`src/rtl/hazard_ctrl.sv`:
```
`default_nettype none
// ============================================================================
// Module   : hazard_ctrl
// Brief    : Load-use / branch / memory-wait hazard control for a 5-stage pipe.
// Revision : 1.0  initial release
// ============================================================================
module hazard_ctrl #(
   parameter int REG_W       = 5,
   parameter int LOAD_LAT    = 1,
   parameter int CNT_W       = 16,
   parameter int ZERO_EXEMPT = 1
) (
   input  logic             clk,
   input  logic             rst_n,
   input  logic [REG_W-1:0] idex_rt,
   input  logic             idex_memread,
   input  logic [REG_W-1:0] ifid_rs,
   input  logic [REG_W-1:0] ifid_rt,
   input  logic             ifid_uses_rt,
   input  logic             branch_taken,
   input  logic             mem_busy,
   input  logic             stall_clr,
   output logic             pc_write,
   output logic             ifid_write,
   output logic             hazard_mux,
   output logic             ifid_flush,
   output logic             pipe_hold,
   output logic [CNT_W-1:0] stall_count
);

   typedef enum logic [0:0] {
      RUN      = 1'b0,
      LU_STALL = 1'b1
   } state_t;

   localparam logic [3:0]       c_rem_init = 4'(LOAD_LAT - 1);
   localparam logic [CNT_W-1:0] c_cnt_max  = '1;

   state_t           r_state;
   state_t           w_state_nxt;
   logic [3:0]       r_rem;
   logic [3:0]       w_rem_nxt;
   logic [CNT_W-1:0] r_cnt;
   logic             w_ok;
   logic             w_match;

   generate
      if (ZERO_EXEMPT != 0) begin : g_zero_exempt
         assign w_ok = |idex_rt;
      end else begin : g_no_exempt
         assign w_ok = 1'b1;
      end
   endgenerate

   assign w_match = idex_memread & w_ok &
                    ((idex_rt == ifid_rs) | (ifid_uses_rt & (idex_rt == ifid_rt)));

   always_ff @(posedge clk or negedge rst_n) begin
      if (!rst_n) begin
         r_state <= RUN;
         r_rem   <= 4'd0;
      end else begin
         r_state <= w_state_nxt;
         r_rem   <= w_rem_nxt;
      end
   end

   // Outputs are also forced by rst_n directly so reset takes effect without an edge.
   always_comb begin
      pc_write    = 1'b1;
      ifid_write  = 1'b1;
      hazard_mux  = 1'b0;
      ifid_flush  = 1'b0;
      pipe_hold   = 1'b0;
      w_state_nxt = r_state;
      w_rem_nxt   = r_rem;
      if (!rst_n) begin
         w_state_nxt = RUN;
         w_rem_nxt   = 4'd0;
      end else if (mem_busy) begin
         pipe_hold  = 1'b1;
         pc_write   = 1'b0;
         ifid_write = 1'b0;
      end else if (branch_taken) begin
         ifid_flush  = 1'b1;
         w_state_nxt = RUN;
         w_rem_nxt   = 4'd0;
      end else if (r_state == LU_STALL) begin
         pc_write   = 1'b0;
         ifid_write = 1'b0;
         hazard_mux = 1'b1;
         w_rem_nxt  = r_rem - 4'd1;
         if (r_rem <= 4'd1) begin
            w_state_nxt = RUN;
            w_rem_nxt   = 4'd0;
         end
      end else if (w_match) begin
         pc_write   = 1'b0;
         ifid_write = 1'b0;
         hazard_mux = 1'b1;
         if (LOAD_LAT > 1) begin
            w_state_nxt = LU_STALL;
            w_rem_nxt   = c_rem_init;
         end
      end
   end

   always_ff @(posedge clk or negedge rst_n) begin
      if (!rst_n) begin
         r_cnt <= '0;
      end else if (stall_clr) begin
         r_cnt <= '0;
      end else if (!pc_write && (r_cnt != c_cnt_max)) begin
         r_cnt <= r_cnt + 1'b1;
      end
   end

   assign stall_count = r_cnt;

endmodule
`default_nettype wire

```
`config.mk`:
```
export PLATFORM = sky130hd
export DESIGN_NAME = hazard_ctrl
export DESIGN_NICKNAME = d
export VERILOG_FILES = /design/src/rtl/hazard_ctrl.sv
export SDC_FILE = /design/constraint.sdc
export NUM_CORES = 1
export LEC_CHECK = 0
export BUFFER_PORTS_ARGS = -buffer_cell sky130_fd_sc_hd__buf_2
export CAP_MARGIN = 10
export CORE_MARGIN = 2
export CORE_UTILIZATION = 53
export DETAILED_ROUTE_END_ITERATION = 10
export GPL_ROUTABILITY_DRIVEN = 0
export PLACE_DENSITY = 0.82
export SYNTH_ARGS = -nofsm -noshare
export SYNTH_HDL_FRONTEND = slang
export SYNTH_SLANG_ARGS = --single-unit
```
`constraint.sdc`:
```
create_clock -name clk -period 5.8 [get_ports clk]
set_clock_uncertainty 0.2 [all_clocks]
set_input_delay 0.58 -clock clk [delete_from_list [all_inputs] [get_ports clk]]
set_output_delay 0.58 -clock clk [all_outputs]
set_load 0.005 [all_outputs]
```
==> impl_metrics.py, run 1 <==
metrics = {
    "run_status": {
        "outcome": "completed",
    },
    "placed_design": {
        "port_buffers": 42,
        "dp_hpwl_microns": 2440,
        "place_ws_ns": 2.80,
    },
    "drt": {
        "avgRoutedWirePerCell_microns": 14.8,
        "final_antenna_net_count": 0,
        "drt-initial-drc-count": 41,
        "wl_met2_microns": 1620,
        "wl_met1_microns": 1440,
        "routed_via_density": 6.11,
        "wirelength_microns": 3290,
        "top_layer_used": "met4",
        "route.met3.wl_microns": 192,
        "drc": 0,
        "vias": 1362,
        "firstDrtPassIters": 4,
    },
    "worst_setup_path": {
        "cp.required_ns": 5.02,
        "cp_max_fo": 27,
        "path_depth": 6,
        "crit_arrival_ns": 2.13,
        "cp_num_buf_inv": 3,
        "critPathKind": "in -> out",
        "crit_chain": "buf_2 > nor2b_1 > o211ai_1 > o21ai_2 > inv_2 > buf_2",
        "cp_common_cell": "buf_2",
        "rr_worst_depth": 6,
        "critPathSlowestCell": "buf_2",
        "worst_path_largest_cell_delay_ns": 0.44,
        "cp-end-kind": "output pin",
        "start_kind": "input port",
        "critPathTopFamily": "buffers and inverters",
    },
    "clock_tree": {
        "root_buffer": "clkbuf_4",
        "cts_setup_buffers": 0,
        "clk_pin_slew_worst_paths_ns": 0.12,
        "cts_hold_buf": 0,
        "h-tree-depth": 1,
        "clock_latency_ns": 0.30,
        "cts_sinks": 21,
        "cts.path.max_buffers": 2,
        "cts_tree": "built",
        "cts-buffers-inserted": 3,
        "cts_resized": 0,
    },
    "timing": {
        "min_period_ns": 2.91,
        "fmax_mhz": 344,
        "finalSetupViolations": 0,
        "worst_slack_ns": 2.89,
        "period_share": 0.501,
        "holdWs_ns": 0.0390,
        "rsz0062_at_grt": "false",
        "slew_viol_final": 0,
        "setup_tns_ns": 0,
        "finalHoldViolations": 0,
        "slew_headroom": 0.580,
        "worst_pin_slew_ns": 0.625,
    },
    "floorplanning": {
        "dieArea_sq_um": 3090,
        "die_x_microns": 55.6,
        "rows": 18,
        "coreArea_sq_um": 2500,
        "num_io_pins": 43,
        "start_util": 0.564,
        "die_h_microns": 55.6,
    },
    "synth": {
        "netlist_instances": 154,
        "ys_seq_elements": 21,
        "yosys_warnings": 0,
        "synth-seq-area-share": 0.373,
        "yosysUniqueCellTypes": 43,
        "postSynthAreaPerCell_sq_um": 9.15,
        "syn-cell-area_sq_um": 1410,
        "synth.net_count": 179,
    },
    "flow_run": {
        "maxCapViolations": 0,
    },
    "grt": {
        "antenna_found_initial": 0,
        "grtUsageTotal": 0.224,
        "grt_pass1_wl_microns": 5660,
        "grt_pass1_vias": 1306,
        "grt_overflow": 0,
        "grt_max_degree": 28,
    },
    "finish": {
        "fin_nets": 219,
        "layout-drive-gt1-share": 0.285,
        "fill_cells": 214,
        "diodes": 0,
        "final_cell_mix": "42 x buf_2, 21 x dfrtp_1, 12 x nor2_1, 12 x a21oi_1, 11 x nand2_1",
        "area_growth_pct": 16.2,
        "layout_commonest_cell": "buf_2",
    },
    "power_and_ir_drop": {
        "power_density_nw_per_um2": 164,
        "p_leak_nw": 0.743,
        "ir_worst_vdd_uv": 113,
    },
    "hold_path": {
        "hp-class": "in -> async",
    },
}
## worst reg2reg max path: stages (launching register included)
cell and delay (ns):
dfrtp_1 0.47, and4_4 0.30, nand3_4 0.10, or2_4 0.30, or4_1 0.59, nand3_1 0.13
mux2_2 0.34
## per-layer routing
layer  GRT usage  vias up
met5           0        -
met4      0.0906        0
met3      0.0281        5
met2       0.372       57
met1       0.294      646
li1            -      654
## registers in the layout (all words and copies together) (netlist names)
register and flops:
stall_count 16, r_rem 4, r_state 1
## final timing paths
check	end	startpoint	slack, ns
worst max-delay path	ifid_write	rst_n	2.89
worst min-delay path	stall_count[13]	rst_n	0.04
worst max register to register	stall_count[2]	stall_count[3]	3.26
worst min register to register	r_rem[3]	r_rem[3]	0.32
max in group asynchronous	stall_count[4]	rst_n	5.00
min in group clk	r_rem[3]	r_rem[3]	0.32
## cells in the mapped netlist, drive strengths merged
library cell / count / area (sq um)
xnor2: 1 / 8.76
nor4: 4 / 40.0
clkbuf: 2 / 7.51
o22ai: 1 / 6.26
buf: 5 / 38.8
nand2b: 3 / 18.8
dfrtp: 21 / 526
mux2: 4 / 45.0
o31a: 1 / 8.76
or2: 1 / 8.76
nor2: 12 / 45.0
o41ai: 1 / 8.76
o21ba: 1 / 10.0
a32oi: 1 / 8.76
o31ai: 8 / 60.1
xor2: 9 / 78.8
mux2i: 1 / 10.0
nand4: 4 / 25.0
a21boi: 1 / 7.51
a21oi: 12 / 60.1
nand3: 6 / 42.5
or4: 10 / 75.1
nand4b: 1 / 8.76
inv: 4 / 15.0
nor2b: 5 / 31.3
nor3b: 1 / 7.51
nor4b: 1 / 15.0
and2: 1 / 6.26
ha: 3 / 37.5
and4: 1 / 11.3
o211ai: 1 / 7.51
or3: 3 / 18.8
nor3: 2 / 10.0
nand2: 11 / 41.3
o21ai: 11 / 58.8
## area by class of cell
| class | instances | area, sq um | share of cell area |
|---|---|---|---|
| sequential | 21 | 526 | 0.321 |
| inverter | 4 | 15.0 | 0.00917 |
| multi-input combinational | 122 | 822 | 0.502 |
| clock buffer | 4 | 26.3 | 0.0161 |
| tap | 30 | 37.5 | 0.0229 |
| timing repair buffer | 42 | 210 | 0.128 |
## cells by family after synthesis
family | synth area share
flops | 0.373
compound gates | 0.168
fa+ha+maj | 0.0266
simple gates | 0.288
mux | 0.0391
xor+xnor | 0.0622
buf+inv | 0.0435
## through the flow
step / total power [mW] / utilization / cell area, sq um / cells
after CTS: 0.270 / 0.655 / 1640 / 223
after detailed placement: 0.199 / 0.644 / 1610 / 219
after global routing: 0.283 / 0.655 / 1640 / 223
after floorplan: 0.180 / - / 1410 / 154
final: 0.268 / 0.655 / 1640 / 223
after global placement: 0.195 / 0.644 / 1610 / 219
## report_power, final
| part | internal (mW) | switching (mW) |
|---|---|---|
| Clock | 0.0268 | 0.0459 |
| Combinational | 0.0174 | 0.0254 |
| Sequential | 0.150 | 0.00303 |
| Total | 0.194 | 0.0743 |
Note: power is estimated with default switching activity, not from simulation.
==> run 2: changes to the inputs <==
- ABC_AREA: not set -> 1
- CORE_UTILIZATION: 53 -> 47
- PLACE_DENSITY: 0.82 -> 0.76
- clock period: 5.8 -> 2.39 ns (I/O delays scaled with it)
==> run 2 against run 1 <==
Net effect: sequential power grew to 2.6 times the previous value; global-route usage shrank 4.4 points; sequential share of layout area is 3.6 points lower; flip-flop and latch count unchanged; cell area rose by 13%; largest power group unchanged; highest routed layer unchanged.
==> impl_metrics.py, run 2 <==
metrics = {
    "grt": {
        "grtUsageTotal": 0.180,
        "antenna_found_initial": 0,
        "grt_pass1_wl_microns": 5180,
        "grt_pass1_vias": 1277,
        "grt_max_degree": 33,
        "grt_overflow": 0,
    },
    "power_and_ir_drop": {
        "clock_power_share": 0.226,
        "seqPwrFrac": 0.533,
        "power_density_nw_per_um2": 406,
        "netSwitchingFraction": 0.307,
        "p_leak_nw": 1.19,
        "p_int_mw": 0.519,
        "p_sw_mw": 0.229,
        "combinationalPowerShare": 0.240,
        "ir_worst_vdd_uv": 332,
    },
    "run_status": {
        "outcome": "completed",
    },
    "synth": {
        "synth_ff_type": "dfrtp_1",
        "syn-cell-area_sq_um": 1570,
        "yosysTopAreaCell": "dfrtp_1",
        "yosys_warnings": 0,
        "netlist_instances": 234,
        "yosysMostFrequentCell": "nand2_1",
        "synth.net_count": 259,
        "yosysTopAreaCellShare": 0.335,
        "synth-seq-area-share": 0.335,
        "ys_top_cells_by_area": "dfrtp_1 34%, nand2_1 16%, inv_1 8.4%, nand3_1 7.3%, nand4_1 6.8%",
        "synthArstFlopShare": 1.00,
        "postSynthAreaPerCell_sq_um": 6.69,
        "yosysUniqueCellTypes": 27,
        "yosys-top-cells-count": "66 x nand2_1, 35 x inv_1, 23 x nand3_1, 21 x dfrtp_1, 20 x nor2_1",
        "synth_edf_count": 0,
        "ys_seq_elements": 21,
    },
    "finish": {
        "final_cell_mix": "66 x nand2_1, 42 x buf_2, 35 x inv_1",
        "fin_util": 0.594,
        "diodes": 0,
        "largest_reg_flops": 16,
        "regArea_sq_um": 526,
        "fill_cells": 319,
        "fin_nets": 302,
        "area_growth_pct": 17.6,
        "layout_commonest_cell": "nand2_1",
        "layout-drive-gt1-share": 0.232,
        "multi_input_area_sq_um": 838,
    },
    "timing": {
        "finalSetupViolations": 0,
        "period_share": 0.906,
        "worst_pin_slew_ns": 0.360,
        "rsz0062_at_grt": "false",
        "finalHoldViolations": 0,
        "min_period_ns": 2.16,
        "slew_viol_final": 0,
        "fmax_mhz": 462,
        "slew_headroom": 0.759,
        "setup_tns_ns": 0,
    },
    "worst_setup_path": {
        "critPathKind": "in -> out",
        "start_kind": "input port",
        "critical_path.reg2reg.endpoint": "stall_count[13]",
        "cp-end-kind": "output pin",
        "crit_arrival_ns": 1.73,
        "rr_worst_depth": 11,
        "worstReg2RegStart": "stall_count[0]",
        "reg2reg_slack_ns": 0.34,
        "cp.required_ns": 1.95,
        "cp_max_fo": 18,
    },
    "drt": {
        "drt-initial-drc-count": 46,
        "routed_via_density": 4.84,
        "drc": 0,
        "vias": 1550,
        "final_antenna_net_count": 0,
        "avgRoutedWirePerCell_microns": 10.2,
        "wirelength_microns": 3280,
        "firstDrtPassIters": 5,
    },
    "flow_run": {
        "maxCapViolations": 0,
    },
    "hold_path": {
        "holdPathStages": 3,
        "hold_end": "r_state",
        "hp-start": "mem_busy",
        "hp-class": "in -> reg",
    },
    "floorplanning": {
        "die_h_microns": 61.7,
        "start_util": 0.505,
        "num_io_pins": 43,
        "coreArea_sq_um": 3100,
        "die_x_microns": 61.7,
        "dieArea_sq_um": 3810,
        "rows": 20,
    },
    "placed_design": {
        "dp_hpwl_microns": 2480,
        "port_buffers": 42,
    },
    "clock_tree": {
        "clk_pin_slew_worst_paths_ns": 0.11,
        "cts_sinks": 21,
        "clock_latency_ns": 0.30,
        "root_buffer": "clkbuf_4",
        "h-tree-depth": 1,
        "cts_setup_buffers": 0,
        "cts.path.max_buffers": 2,
        "cts_tree": "built",
        "cts-buffers-inserted": 3,
    },
}
## run 2: cell types whose count changed after synthesis, sizes merged, moves of 3 or more
cell    delta
nand3     +18
nand2b     -3
a21oi     -10
o21ai      -5
or3        -3
o31ai      -8
nor2      +10
nand2     +60
or4       -10
nor2b      -5
nor4       -3
nand4     +13
inv       +39
mux2       -4
## run 2: per-layer routing
metal,vias up,share of wire,global-route usage
li1,823,-,-
met1,687,0.48,0.242
met2,38,0.46,0.302
met3,2,0.058,0.0455
met4,0,0.0058,0.0274
met5,-,0,0
## run 2: power groups by stage
stage,clock [mW],combinational [mW],sequential [mW]
after floorplan,0,0.123,0.402
final,0.169,0.180,0.399
after CTS,0.174,0.181,0.399
after detailed placement,0,0.179,0.405
after global placement,0,0.174,0.406
after global routing,0.184,0.206,0.403
## run 2: cells by family after synthesis
logic type,after synthesis,share of synthesized area
simple gates,138,0.414
compound gates,12,0.0415
fa+ha+maj,3,0.0240
buf+inv,50,0.129
flops,21,0.335
xor+xnor,10,0.0559
## run 2: critical path: stages
cell,delay (ns)
dlygate4sd3_1,0.53
buf_2,0.15
inv_1,0.05
nor2_1,0.16
nand2_1,0.11
nand2_2,0.30
inv_2,0.06
buf_2,0.13
## run 2: how the worst max path moves through the flow
stage | start | end | slack (ns) | cells past startpoint
3_5_place_dp | stall_count[0] | stall_count[13] | 0.35 | 11
2_1_floorplan | stall_count[0] | stall_count[6] | 0.51 | 11
3_3_place_gp | stall_count[0] | stall_count[1] | 0.41 | 11
5_1_grt | rst_n | ifid_write | 0.13 | 8
4_1_cts | rst_n | pc_write | 0.22 | 8
6_report | rst_n | pc_write | 0.23 | 8
## run 2: what timing repair did
action	4_1_cts	5_1_grt
hold endpoints to repair	21	0
resized for setup	0	0
hold buffers	1	0
setup endpoints to repair	0	0
## run 2: final cells by class
| class | count | share of cell area |
|---|---|---|
| Multi-Input combinational cell | 163 | 0.455 |
| Sequential cell | 21 | 0.285 |
| Timing Repair Buffer | 45 | 0.128 |
| Inverter | 43 | 0.0876 |
| Tap cell | 44 | 0.0299 |
| Clock buffer | 4 | 0.0143 |
## run 2: per-stage QoR
step	cell area (sq um)	setup WS [ns]	total power, mW	hold WS, ns	instances
final	1840	0.225	0.748	0.0819	320
after global routing	1840	0.129	0.793	0.0933	320
after CTS	1840	0.215	0.754	0.0802	320
after detailed placement	1810	0.354	0.584	0.101	315
after global placement	1810	0.407	0.580	0.100	315
after floorplan	1570	0.509	0.526	-0.257	234
==> run 3: changes to the inputs <==
- CORE_ASPECT_RATIO: not set -> 0.7
==> run 3 against run 2 <==
Net effect: wire length up 3.7%; combinational power about the same; register-to-register slack worse by 0.04 ns; via count up 0.71%; die area up 0.19%; fmax up 0.94%; non-clock buffer count unchanged; worst setup slack better by 0.020 ns; critical endpoint unchanged; largest cell class unchanged; highest routed layer unchanged.
==> impl_metrics.py, run 3 (same netlist as run 2, synthesis figures left out) <==
metrics = {
    "run_status": {
        "outcome": "completed",
    },
    "power_and_ir_drop": {
        "clock_power_share": 0.293,
        "p_int_mw": 0.570,
        "netSwitchingFraction": 0.304,
        "p_leak_nw": 1.20,
        "power_density_nw_per_um2": 442,
        "p_sw_mw": 0.249,
        "seqPwrFrac": 0.489,
        "combinationalPowerShare": 0.218,
        "total_power_mw": 0.819,
        "ir_worst_vdd_uv": 418,
    },
    "grt": {
        "grt_pass1_wl_microns": 5860,
        "grt_overflow": 0,
        "antenna_found_initial": 0,
        "grtUsageTotal": 0.199,
        "grt_max_degree": 33,
        "grt_pass1_vias": 1353,
    },
    "finish": {
        "fill_cells": 304,
        "layout-drive-gt1-share": 0.236,
        "fin_util": 0.585,
        "largest_reg_flops": 16,
        "final_cell_mix": "66 x nand2_1, 42 x buf_2, 35 x inv_1",
        "diodes": 0,
        "layout_commonest_cell": "nand2_1",
        "fin_nets": 302,
        "regArea_sq_um": 526,
        "multi_input_area_sq_um": 838,
        "area_growth_pct": 18.4,
    },
    "drt": {
        "firstDrtPassIters": 4,
        "final_antenna_net_count": 0,
        "routed_via_density": 4.97,
        "vias": 1561,
        "avgRoutedWirePerCell_microns": 10.8,
        "drt-initial-drc-count": 111,
        "wirelength_microns": 3400,
        "drc": 0,
    },
    "timing": {
        "slew_viol_final": 0,
        "period_share": 0.897,
        "finalHoldViolations": 0,
        "slew_headroom": 0.750,
        "min_period_ns": 2.14,
        "finalSetupViolations": 0,
        "worst_pin_slew_ns": 0.374,
        "rsz0062_at_grt": "false",
        "fmax_mhz": 466,
        "setup_tns_ns": 0,
    },
    "clock_tree": {
        "clk_pin_slew_worst_paths_ns": 0.08,
        "cts-buffers-inserted": 3,
        "cts_resized": 0,
        "cts_sinks": 21,
        "cts.path.max_buffers": 2,
        "clock_latency_ns": 0.27,
        "root_buffer": "clkbuf_8",
        "cts_tree": "built",
        "h-tree-depth": 1,
    },
    "floorplanning": {
        "die_x_microns": 73,
        "start_util": 0.494,
        "coreArea_sq_um": 3170,
        "rows": 17,
        "dieArea_sq_um": 3820,
        "num_io_pins": 43,
        "die_h_microns": 52.3,
    },
    "worst_setup_path": {
        "critPathSlowestCell": "dlygate4sd3_1",
        "rr_worst_depth": 11,
        "reg2reg_slack_ns": 0.30,
        "critical_path.reg2reg.endpoint": "stall_count[5]",
        "start_kind": "input port",
        "cp.required_ns": 1.95,
        "critPathKind": "in -> out",
        "critPathTopFamily": "buffers and inverters",
        "crit_chain": "dlygate4sd3_1 > buf_2 > inv_1 > nor2_1 > nand2_1 > nand2_2 > inv_2 > buf_2",
        "crit_arrival_ns": 1.71,
        "cp-end-kind": "output pin",
        "worst_path_largest_cell_delay_ns": 0.54,
        "cp_num_buf_inv": 5,
        "worstReg2RegStart": "stall_count[0]",
        "cp_common_cell": "buf_2",
        "cp_max_fo": 18,
    },
    "placed_design": {
        "dp_hpwl_microns": 2610,
        "port_buffers": 42,
    },
    "hold_path": {
        "hold_end": "r_state",
        "hp-class": "in -> reg",
        "holdPathStages": 3,
        "hp-start": "mem_busy",
    },
    "flow_run": {
        "maxCapViolations": 0,
    },
}
run 3: changes by cell type in the layout (fill, tap and decap cells not counted):
| cell | before | now |
|---|---|---|
| clkbuf_8 | 0 | 3 |
| clkbuf_4 | 3 | 0 |
| clkinv_2 | 0 | 1 |
| clkbuf_1 | 1 | 0 |
run 3: through the flow:
stage                     worst slack (ns)  hold WS (ns)  cell area (sq um)  std cells
after global placement               0.412        0.0763               1800        309
after detailed placement             0.324        0.0868               1800        309
after CTS                            0.236         0.121               1850        314
final                                0.245         0.122               1850        314
after floorplan                      0.509        -0.257               1570        234
after global routing                0.0544         0.155               1850        314
run 3: final cells by class:
type	count	share of cell area
clock buffer	3	0.0223
clock inverter	1	0.00270
inverter	43	0.0870
multi-input combinational	163	0.452
sequential	21	0.283
tap	38	0.0256
timing repair buffer	45	0.127
run 3: routing by layer:
metal  GRT usage  up-vias  share of wire
li1            -      824              -
met1       0.281      685           0.52
met2       0.306       48           0.41
met3      0.0481        4          0.065
met4      0.0494        0         0.0085
met5           0        -              0
run 3: power by group through the flow:
stage / clock, mW / combinational, mW / sequential [mW]
after floorplan: 0 / 0.123 / 0.402
after global placement: 0 / 0.174 / 0.406
after detailed placement: 0 / 0.178 / 0.408
after CTS: 0.247 / 0.181 / 0.401
after global routing: 0.258 / 0.212 / 0.405
final: 0.240 / 0.179 / 0.401
run 3: what timing repair did:
action / CTS / global route
setup buffers: 0 / 0
setup endpoints to repair: 0 / 0
hold buffers: 1 / 0
endpoints found under the hold margin: 21 / 0
run 3: worst max-delay path by stage:
stage / depth (start not counted) / slack [ns] / end / start
global route: 11 / 0.05 / stall_count[5] / stall_count[0]
detailed placement: 11 / 0.32 / stall_count[12] / stall_count[0]
CTS: 8 / 0.24 / pc_write / rst_n
finish: 8 / 0.25 / pc_write / rst_n
floorplan: 11 / 0.51 / stall_count[6] / stall_count[0]
global placement: 11 / 0.41 / stall_count[1] / stall_count[0]
run 3: worst reg2reg max path, stage by stage, from the launching register on:
cell	delay [ns]
dfrtp_1	0.40
ha_1	0.22
nand3_2	0.14
nor3_4	0.19
nand2_2	0.10
inv_2	0.07
nand2_2	0.07
nor2_4	0.11
nand2_4	0.14
nand2_4	0.21
nand3_1	0.10
nand2_1	0.07
